[src/rtl/pwm_generator.sv]
// PWM generator for a motor bridge: 256-tick period with a programmable
// prescaler, ratio updates applied only at period boundaries, and a
// forced-low dead time of DEAD_PERIODS full periods on direction reversal.
module pwm_generator #(
  parameter int unsigned DEAD_PERIODS = 1
) (
  input  logic       clock,
  input  logic       reset_n,
  input  logic       pwm_enable,
  input  logic       pwm_update,
  input  logic [7:0] pwm_ratio,
  input  logic       pwm_direction,
  input  logic [7:0] pwm_div,
  output logic       pwm_done,
  output logic       pwm_out,
  output logic       dir_out,
  output logic [7:0] active_ratio
);

  typedef enum logic [1:0] {
    S_IDLE = 2'd0,
    S_RUN  = 2'd1,
    S_DEAD = 2'd2
  } state_t;

  localparam logic [7:0] DEAD_LOAD = 8'(DEAD_PERIODS);

  state_t     r_state;
  logic [7:0] r_prescale_cnt;
  logic [7:0] r_period_cnt;
  logic [7:0] r_dead_cnt;
  logic       r_pwm_out;
  logic       r_pwm_done;
  logic [7:0] r_active_ratio;
  logic       r_dir_out;

  state_t     w_state_next;
  logic [7:0] w_prescale_next;
  logic [7:0] w_period_next;
  logic [7:0] w_dead_next;
  logic       w_pwm_out_next;
  logic       w_pwm_done_next;
  logic [7:0] w_ratio_next;
  logic       w_dir_next;

  logic       w_tick;
  logic       w_boundary;
  logic [7:0] w_prescale_wrap;
  logic [7:0] w_period_adv;

  // A count left above a freshly lowered pwm_div wraps on the next clock
  // instead of running all the way round to 255.
  assign w_tick          = (r_prescale_cnt == pwm_div);
  assign w_prescale_wrap = (r_prescale_cnt >= pwm_div) ? 8'd0 : r_prescale_cnt + 8'd1;
  assign w_period_adv    = w_tick ? r_period_cnt + 8'd1 : r_period_cnt;
  assign w_boundary      = w_tick && (r_period_cnt == 8'd255);

  // Next-state and next-output decode for the IDLE/RUN/DEAD controller.
  always_comb begin
    // NOTE: every target gets a default before any branch so no path leaves
    // a signal unassigned, which would otherwise infer a latch.
    w_state_next    = r_state;
    w_prescale_next = r_prescale_cnt;
    w_period_next   = r_period_cnt;
    w_dead_next     = r_dead_cnt;
    w_pwm_out_next  = 1'b0;
    w_pwm_done_next = 1'b0;
    w_ratio_next    = r_active_ratio;
    w_dir_next      = r_dir_out;

    if (!pwm_enable) begin
      w_state_next    = S_IDLE;
      w_prescale_next = 8'd0;
      w_period_next   = 8'd0;
      w_dead_next     = 8'd0;
      w_ratio_next    = 8'd0;
      if (r_state == S_IDLE) w_dir_next = pwm_direction;
    end else begin
      unique case (r_state)
        S_IDLE: begin
          // Counters stay parked so the first RUN period starts from zero;
          // direction follows the request because the motor is stopped.
          w_state_next    = S_RUN;
          w_prescale_next = 8'd0;
          w_period_next   = 8'd0;
          w_dead_next     = 8'd0;
          w_ratio_next    = 8'd0;
          w_dir_next      = pwm_direction;
        end
        S_RUN: begin
          w_prescale_next = w_prescale_wrap;
          w_period_next   = w_period_adv;
          w_pwm_out_next  = (r_period_cnt < r_active_ratio);
          if (w_boundary && pwm_update) begin
            if (pwm_direction == r_dir_out) begin
              w_ratio_next    = pwm_ratio;
              w_pwm_done_next = 1'b1;
            end else begin
              w_state_next = S_DEAD;
              w_dead_next  = DEAD_LOAD;
            end
          end
        end
        S_DEAD: begin
          w_prescale_next = w_prescale_wrap;
          w_period_next   = w_period_adv;
          if (w_boundary) begin
            if (r_dead_cnt <= 8'd1) begin
              w_state_next = S_RUN;
              w_dead_next  = 8'd0;
              // A request withdrawn during the dead time leaves the bridge
              // at zero drive rather than reviving the stale ratio.
              if (pwm_update) begin
                w_dir_next      = pwm_direction;
                w_ratio_next    = pwm_ratio;
                w_pwm_done_next = 1'b1;
              end else begin
                w_ratio_next = 8'd0;
              end
            end else begin
              w_dead_next = r_dead_cnt - 8'd1;
            end
          end
        end
        default: begin
          w_state_next = S_IDLE;
        end
      endcase
    end
  end

  // State and output registers; reset clears everything immediately.
  always_ff @(posedge clock or negedge reset_n) begin
    if (!reset_n) begin
      r_state        <= S_IDLE;
      r_prescale_cnt <= 8'd0;
      r_period_cnt   <= 8'd0;
      r_dead_cnt     <= 8'd0;
      r_pwm_out      <= 1'b0;
      r_pwm_done     <= 1'b0;
      r_active_ratio <= 8'd0;
      r_dir_out      <= 1'b0;
    end else begin
      // NOTE: non-blocking assignments so every register samples the
      // pre-edge values computed above, independent of statement order.
      r_state        <= w_state_next;
      r_prescale_cnt <= w_prescale_next;
      r_period_cnt   <= w_period_next;
      r_dead_cnt     <= w_dead_next;
      r_pwm_out      <= w_pwm_out_next;
      r_pwm_done     <= w_pwm_done_next;
      r_active_ratio <= w_ratio_next;
      r_dir_out      <= w_dir_next;
    end
  end

  assign pwm_done     = r_pwm_done;
  assign pwm_out      = r_pwm_out;
  assign dir_out      = r_dir_out;
  assign active_ratio = r_active_ratio;

endmodule

[config.mk]
export PLATFORM = sky130hd
export DESIGN_NAME = pwm_generator
export DESIGN_NICKNAME = d
export VERILOG_FILES = /design/src/rtl/pwm_generator.sv
export SDC_FILE = /design/constraint.sdc
export NUM_CORES = 1
export LEC_CHECK = 0
export BUFFER_PORTS_ARGS = -buffer_cell sky130_fd_sc_hd__buf_2
export CAP_MARGIN = 10
export CORE_MARGIN = 2
export CORE_UTILIZATION = 58
export DETAILED_ROUTE_END_ITERATION = 10
export PLACE_DENSITY = 0.79
export SLEW_MARGIN = 30
export SYNTH_ARGS = -nofsm -noshare
export SYNTH_HDL_FRONTEND = slang
export SYNTH_SLANG_ARGS = --single-unit
[constraint.sdc]
create_clock -name clock -period 2.6 [get_ports clock]
set_clock_uncertainty 0.1 [all_clocks]
set_input_delay 0.52 -clock clock [delete_from_list [all_inputs] [get_ports clock]]
set_output_delay 0.52 -clock clock [all_outputs]
set_load 0.005 [all_outputs]
; ---- Word level (Yosys, flattened, before mapping)
; Cells that the tools add are included.
[op_classes]
n_addsub = 3
reduce_logical = 11
mux = 40
eq_ne = 14
order_cmp = 3
[op_table]
columns = op, count
row1 = 8-bit two-way mux, 15
row2 = 8-bit one-hot mux with 3 select lines, 2
row3 = 8-bit one-hot mux with 2 select lines, 2
row4 = 3-bit != test (second input constant), 6
row5 = 8-bit by 1-bit adder with 8-bit output (second input constant), 2
row6 = 1-bit two-way mux, 13
row7 = 2-bit two-way mux, 5
row8 = 5-bit AND reduction, 2
row9 = 8-bit equality test, 1
row10 = 8-bit equality test (second input constant), 1
row11 = 8-bit greater-or-equal comparator, 1
row12 = 8-bit by 1-bit less-or-equal comparator with 1-bit output (second input constant), 1
row13 = 8-bit < comparator, 1
row14 = 4-bit AND reduction, 2
row15 = 8-bit by 1-bit subtractor with 8-bit output (second input constant), 1
row16 = 3-bit by 2-bit != test with 1-bit output (second input constant), 2
row17 = 2-bit one-hot mux with 3 select lines, 1
row18 = 4-bit by 1-bit != test with 1-bit output (second input constant), 1
row19 = 1-bit one-hot mux with 2 select lines, 2
row20 = 2-bit nonzero test, 2
row21 = 2-bit by 1-bit equality test with 1-bit output (second input constant), 1
row22 = 2-bit equality test (second input constant), 1
row23 = 1-bit logical AND, 2
row24 = 2-bit zero test, 1
row25 = 3 further kinds, 3
[totals]
input_bits = 21
reg_bits = 37
word_cells = 79

; ---- Logic depth before layout (Yosys ltp)
; Gate-level depths: netlist of the first run.
[depth]
word_depth = 6
mapped_depth = 9
ltp_nobuf = 7

; ---- Least setup slack after synthesis of the first run
; OpenSTA, ideal clock, no wires.
[synth_timing]
kind = reg2reg
from = reg r_state[0]
to = reg r_dead_cnt[5]
synth_period_minus_slack_ns = 2.031
arrival_ns = 1.809
stages_incl_launch_ff = 9
t_required_ns = 2.378
slack_ns = 0.569
cell_sequence = dfrtp_1 -> inv_1 -> ha_1 -> or3b_1 -> buf_2 -> o21ai_2 -> nor3_2 -> and3_1 -> a32o_1
[synth_between]
elab_chain_cells = 3
elab_cells_between_ends = 10
classes_between = 6 x eq/ne / 2 x mux / 2 x reduce/logical
[synth_rtl]
columns = item, line
row1 = start: declaration, 28  ; state_t r_state;
row2 = start signal: assignment, 146  ; r_state <= w_state_next;
row3 = "2-bit equality test, or another cell as far along", 79  ; unique case (r_state)
row4 = "4-bit by 1-bit != test with 1-bit output (no source line), or another cell as far along", -
row5 = 4-bit AND reduction (no source line) or 8-bit two-way mux (tied branches), -
row6 = end signal: assignment, 149  ; r_dead_cnt <= w_dead_next;
row7 = end: declaration, 31  ; logic [7:0] r_dead_cnt;
; Several ways; a longest one is shown, not always the timed one.
; A chain may end at the register's enable or synchronous reset.

; ---- Final worst setup path of the first run
; Ends and elaborated chain as after synthesis.

==> results of run 1 <==
==> layout make-up <==
cell class | instances | area, um2
Fill cell | 335 | 1260
Inverter | 23 | 86.3
Multi-Input combinational cell | 199 | 1460
Clock inverter | 2 | 10.0
Timing Repair Buffer | 35 | 188
Tap cell | 50 | 62.6
Sequential cell | 37 | 926
Clock buffer | 6 | 72.6
==> logic make-up after synthesis <==
kind of cell,share of synthesized area
AND/OR/NAND/NOR,0.209
AO/OA/AOI/OAI,0.187
flip-flops,0.371
buffers and inverters,0.0472
adder cells (fa/ha/maj),0.115
multiplexers,0.0492
XOR/XNOR,0.0206
==> routing by layer <==
layer	global-route usage	vias to the layer above	wire [um]
met1	0.312	979	2500
met4	0.0697	0	63
met5	0	-	0
li1	-	1030	-
met3	0.0509	6	262
met2	0.380	61	2380
==> timing repair <==
item,CTS,global route
resized for setup,0,1
endpoints found under the hold margin,0,0
setup endpoints to repair,0,5
==> sequential cells by signal, indices dropped and copies added, names as in the netlist <==
signal and count:
r_state 2, pwm_done 1, dir_out 1, r_prescale_cnt 8
r_dead_cnt 8, active_ratio 8, r_period_cnt 8, pwm_out 1
==> through the flow <==
| stage | setup WS, ps | instance area, um2 | hold slack [ps] |
|---|---|---|---|
| after floorplan | 569 | 2490 | 124 |
| after global placement | 137 | 2710 | 431 |
| after detailed placement | 34.0 | 2710 | 437 |
| after CTS | 63.8 | 2790 | 254 |
| after global routing | 57.3 | 2800 | 120 |
| final | 218 | 2800 | 84.4 |
==> Yosys cell counts (all sizes together), types with 3 or more instances <==
| master | number |
|---|---|
| a21boi | 3 |
| inv | 23 |
| nand3 | 9 |
| a22o | 8 |
| mux2i | 10 |
| nor2b | 4 |
| and2 | 5 |
| nand4 | 5 |
| a21o | 5 |
| nand2 | 30 |
| nor4 | 3 |
| or3 | 3 |
| and3 | 4 |
| dfrtp | 37 |
| a21oi | 7 |
| and4 | 4 |
| xor2 | 5 |
| o31ai | 4 |
| nor3 | 3 |
| buf | 5 |
| nor2 | 20 |
| o21ai | 16 |
| ha | 23 |
| a211oi | 3 |
| a31oi | 5 |
==> report_power, final <==
group | internal, mW | switching (mW) | leakage [nW]
Combinational | 0.434 | 0.656 | 0.835
Sequential | 0.646 | 0.0525 | 0.510
Clock | 0.186 | 0.213 | 0.0450
==> how the worst min path moves through the flow <==
stage / start / to / slack (ps) / cells after the start
after floorplan: reset_n / active_ratio[0]$_DFFE_PN0P_ / 120 / 0
after global placement: active_ratio[4]$_DFFE_PN0P_ / active_ratio[4]$_DFFE_PN0P_ / 430 / 2
final: reset_n / active_ratio[1]$_DFFE_PN0P_ / 80 / 1
after global routing: reset_n / active_ratio[0]$_DFFE_PN0P_ / 120 / 1
after detailed placement: r_dead_cnt[1]$_DFFE_PN0P_ / r_dead_cnt[1]$_DFFE_PN0P_ / 440 / 1
after CTS: reset_n / active_ratio[0]$_DFFE_PN0P_ / 250 / 1
==> results.py, run 1 <==
metrics = {
    "drt": {
        "drc": 0,
        "dr_total_vias": 2076,
        "drtIter0Drc": 154,
        "drtAntennaViolNets": 0,
        "wire_per_inst_um": 14.8,
        "first_pass_iters": 4,
        "vias_per_cell": 5.90,
        "wirelength_um": 5210,
    },
    "global_routing": {
        "grt_usage": 0.234,
        "antenna_found_initial": 0,
        "grt_max_degree": 38,
        "overflow": 0,
        "grt_pass1_vias": 2072,
        "grt_pass1_wl_um": 9230,
    },
    "floorplan": {
        "rows": 23,
        "ios": 32,
        "core_um2": 4060,
        "die_area_um2": 4840,
        "dieHeight_um": 69.6,
        "fp.dieW_um": 69.6,
        "start_util": 0.614,
    },
    "worst_setup_path": {
        "r2r_slack_ps": 220,
        "path_buf_inv": 1,
        "path_cells": "inv_1, ha_1, or3b_1, o21ai_2, nor3_4, and3_1, a32o_1",
        "r2r_end": "r_dead_cnt[5]$_DFFE_PN0P_",
        "endpoint_kind": "flip-flop",
        "crit_type": "reg -> reg",
        "startpoint": "r_state[0]$_DFFE_PN0P_",
        "max_stage_delay_ps": 400,
        "reg2reg_depth": 7,
        "cp.required_ps": 2730,
        "reg2reg_from": "r_state[0]$_DFFE_PN0P_",
        "path_delay_family": "simple AND/OR/NAND/NOR gates",
        "cp.depth": 7,
        "critPathCapture": "r_dead_cnt[5]$_DFFE_PN0P_",
        "crit_fanout": 10,
        "worstSetupStartpointType": "flip-flop",
        "critPathSlowestCell": "nor3_4",
        "worstPathArrival_ps": 2510,
    },
    "synth": {
        "post_synth_instance_area_um2": 2490,
        "synth.net_count": 308,
        "synth_edf_count": 0,
        "yosys_warnings": 0,
        "netlist_instances": 264,
        "yosys_register_bits": 37,
        "seq_area_frac_synth": 0.371,
        "synth_top_area_frac": 0.371,
        "syn_area_per_cell_um2": 9.44,
        "yosysTopAreaCell": "dfrtp_1",
        "yosys-top-cells-area": "dfrtp_1 (37%), ha_1 (12%), nand2_1 (4.4%)",
        "synth_cell_types": 52,
        "synth_ff_type": "dfrtp_1",
        "synthArstFlopShare": 1.00,
    },
    "placement": {
        "gp_congestion": 0.905,
        "dp.cells": 344,
        "port_buffers": 31,
        "hpwl_um": 3820,
    },
    "cts": {
        "cts-root-buf": "clkbuf_8",
        "clk_pin_slew_ps": 80,
        "cts_tree": "done",
        "clock_latency_ps": 290,
        "cts_buffer_depth": 2,
        "cts_hold_buf": 0,
        "htree_num_levels": 2,
        "cts_buffers": 5,
        "cts_sinks": 37,
        "cts_setup_buffers": 0,
    },
    "flow_run": {
        "max_cap_violations": 0,
    },
    "sta": {
        "slew_violations": 0,
        "fmax_ghz": 0.420,
        "relSlewSlack": 0.574,
        "tightest_slew_ps": 633,
        "rsz0062_at_grt": "false",
        "finalHoldViolCount": 0,
        "finalSetupViolCount": 0,
        "fin_crit_ps": 2380,
        "tns_ps": 0,
        "final.period_utilization": 0.916,
    },
    "power_and_ir_drop": {
        "p_leak_nw": 1.39,
        "total_power_mw": 2.19,
        "power_density_nw_per_um2": 781,
        "vdd_drop_max_mv": 0.494,
    },
    "run_status": {
        "status": "finished clean",
    },
    "final_layout": {
        "fin_util": 0.690,
        "layout.nets": 345,
        "layout_common_cells": "dfrtp_1 (37), buf_2 (30), nand2_1 (29)",
        "drive_gt1_frac": 0.172,
        "final_cells": 352,
        "syn2layout_area_growth_pct": 12.3,
        "num_antenna_cells": 0,
        "final_common_cell": "dfrtp_1",
    },
    "min_path": {
        "hold_path_class": "in -> async",
    },
}
No activity file was read; power rests on OpenSTA's default activity.
==> run 2, diff against run 1 <==
- CORE_MARGIN: 2 -> 1
==> run 2 against run 1 <==
- hold slack improved by 140 ps
- power rose by 0.47%
- register-to-register slack improved by 70 ps
- core utilization fell by 0.062 points
- critical path type unchanged
- largest cell class unchanged
- largest power group unchanged
==> results.py, run 2 (synthesized netlist as in run 1, its figures left out) <==
metrics = {
    "sta": {
        "slew_violations": 0,
        "final.period_utilization": 0.888,
        "tns_ps": 0,
        "finalHoldViolCount": 0,
        "fmax_ghz": 0.433,
        "fin_crit_ps": 2310,
        "relSlewSlack": 0.439,
        "finalSetupViolCount": 0,
        "tightest_slew_ps": 841,
        "rsz0062_at_grt": "false",
        "holdWs_ps": 221,
    },
    "placement": {
        "dpl_cell_area_um2": 2700,
        "gp_congestion": 0.863,
        "port_buffers": 31,
        "hpwl_um": 3940,
        "dp.cells": 343,
    },
    "drt": {
        "top_layer_used": "met4",
        "drtAntennaViolNets": 0,
        "drc": 0,
        "routed-wl-met3_um": 317,
        "drtIter0Drc": 138,
        "first_pass_iters": 4,
        "wl_met1_um": 2450,
        "dr_total_vias": 2064,
        "vias_per_cell": 5.88,
        "wirelength_um": 5360,
        "met2_length_um": 2510,
        "wire_per_inst_um": 15.3,
    },
    "global_routing": {
        "overflow": 0,
        "grt_usage": 0.270,
        "grt_pass1_vias": 1958,
        "grt_max_degree": 38,
        "antenna_found_initial": 0,
        "grt_pass1_wl_um": 9030,
    },
    "worst_setup_path": {
        "max_stage_delay_ps": 490,
        "crit_type": "reg -> reg",
        "crit_fanout": 11,
        "endpoint_kind": "flip-flop",
        "path_cells": "inv_1, ha_1, or3b_1, o21ai_2, nor3_2, buf_4, and3_1, a32o_1",
        "worstPathArrival_ps": 2390,
        "worstSetupStartpointType": "flip-flop",
        "cp.required_ps": 2690,
        "critPathSlowestCell": "or3b_1",
    },
    "cts": {
        "cts_tree": "done",
        "cts_hold_buf": 0,
        "ctsResizeCount": 0,
        "cts_buffer_depth": 2,
        "cts_sinks": 37,
        "cts_buffers": 5,
        "cts_setup_buffers": 0,
        "cts-root-buf": "clkbuf_8",
        "clock_latency_ps": 300,
        "clk_pin_slew_ps": 80,
        "htree_num_levels": 2,
    },
    "floorplan": {
        "fp.dieW_um": 67.6,
        "rows": 23,
        "ios": 32,
        "die_area_um2": 4560,
        "dieHeight_um": 67.6,
        "core_um2": 4060,
        "start_util": 0.614,
    },
    "final_layout": {
        "design_area_um2": 2800,
        "drive_gt1_frac": 0.173,
        "num_antenna_cells": 0,
        "syn2layout_area_growth_pct": 12.2,
        "layout.nets": 344,
        "nFillCells": 322,
        "layout_common_cells": "dfrtp_1 (37), buf_2 (31), nand2_1 (29)",
        "final_cells": 351,
        "final_common_cell": "dfrtp_1",
    },
    "run_status": {
        "status": "finished clean",
    },
    "flow_run": {
        "max_cap_violations": 0,
    },
    "min_path": {
        "hold_path_class": "in -> async",
    },
    "power_and_ir_drop": {
        "p_leak_nw": 1.39,
        "power_density_nw_per_um2": 785,
        "vdd_drop_max_mv": 0.694,
    },
}
[run 2: per-layer routing]
layer,GRT usage,vias up
met1,0.356,956
met5,0,-
met3,0.0676,11
li1,-,1028
met2,0.434,69
met4,0.0798,0
[run 2: power by group]
part,leakage [nW],switching [mW],internal (mW)
Sequential,0.510,0.0526,0.646
Clock,0.0512,0.211,0.215
Combinational,0.827,0.648,0.425
[run 2: area by class of cell]
type | instances | area, um2 | area share
flip-flops and latches | 37 | 926 | 0.331
well taps | 50 | 62.6 | 0.0224
inverters | 23 | 86.3 | 0.0309
clock inverters | 2 | 13.8 | 0.00492
repair buffers | 34 | 178 | 0.0635
multi-input cells | 199 | 1450 | 0.518
clock buffers | 6 | 82.6 | 0.0295
[run 2: critical path, delay by kind of cell (launching register included)]
kind / cells / cell delay [ps]
AOI/OAI and AO/OA: 2 / 370
adders and majority gates: 1 / 320
buffers and inverters: 2 / 260
and+or+nand+nor: 3 / 780
DFF: 1 / 370
[run 2: stage by stage]
step	setup WS (ps)	power [mW]	util
floorplan	569	1.51	-
finish	291	2.20	0.689
detailed placement	263	1.76	0.666
global placement	327	1.74	0.666
global route	219	2.35	0.689
CTS	309	2.20	0.689
[run 2: path summary, 6_finish.rpt]
path,from,to,slack [ps],cells past startpoint
max in group asynchronous,reset_n,r_state[0]$_DFFE_PN0P_,1640,1
hold reg to reg,r_prescale_cnt[0]$_DFFE_PN0P_,r_prescale_cnt[0]$_DFFE_PN0P_,440,1
min in group clock,pwm_ratio[1],active_ratio[1]$_DFFE_PN0P_,350,3
setup / recovery,r_state[0]$_DFFE_PN0P_,r_dead_cnt[5]$_DFFE_PN0P_,290,8
setup reg to reg,r_state[0]$_DFFE_PN0P_,r_dead_cnt[5]$_DFFE_PN0P_,290,8
hold / removal,reset_n,active_ratio[3]$_DFFE_PN0P_,220,1
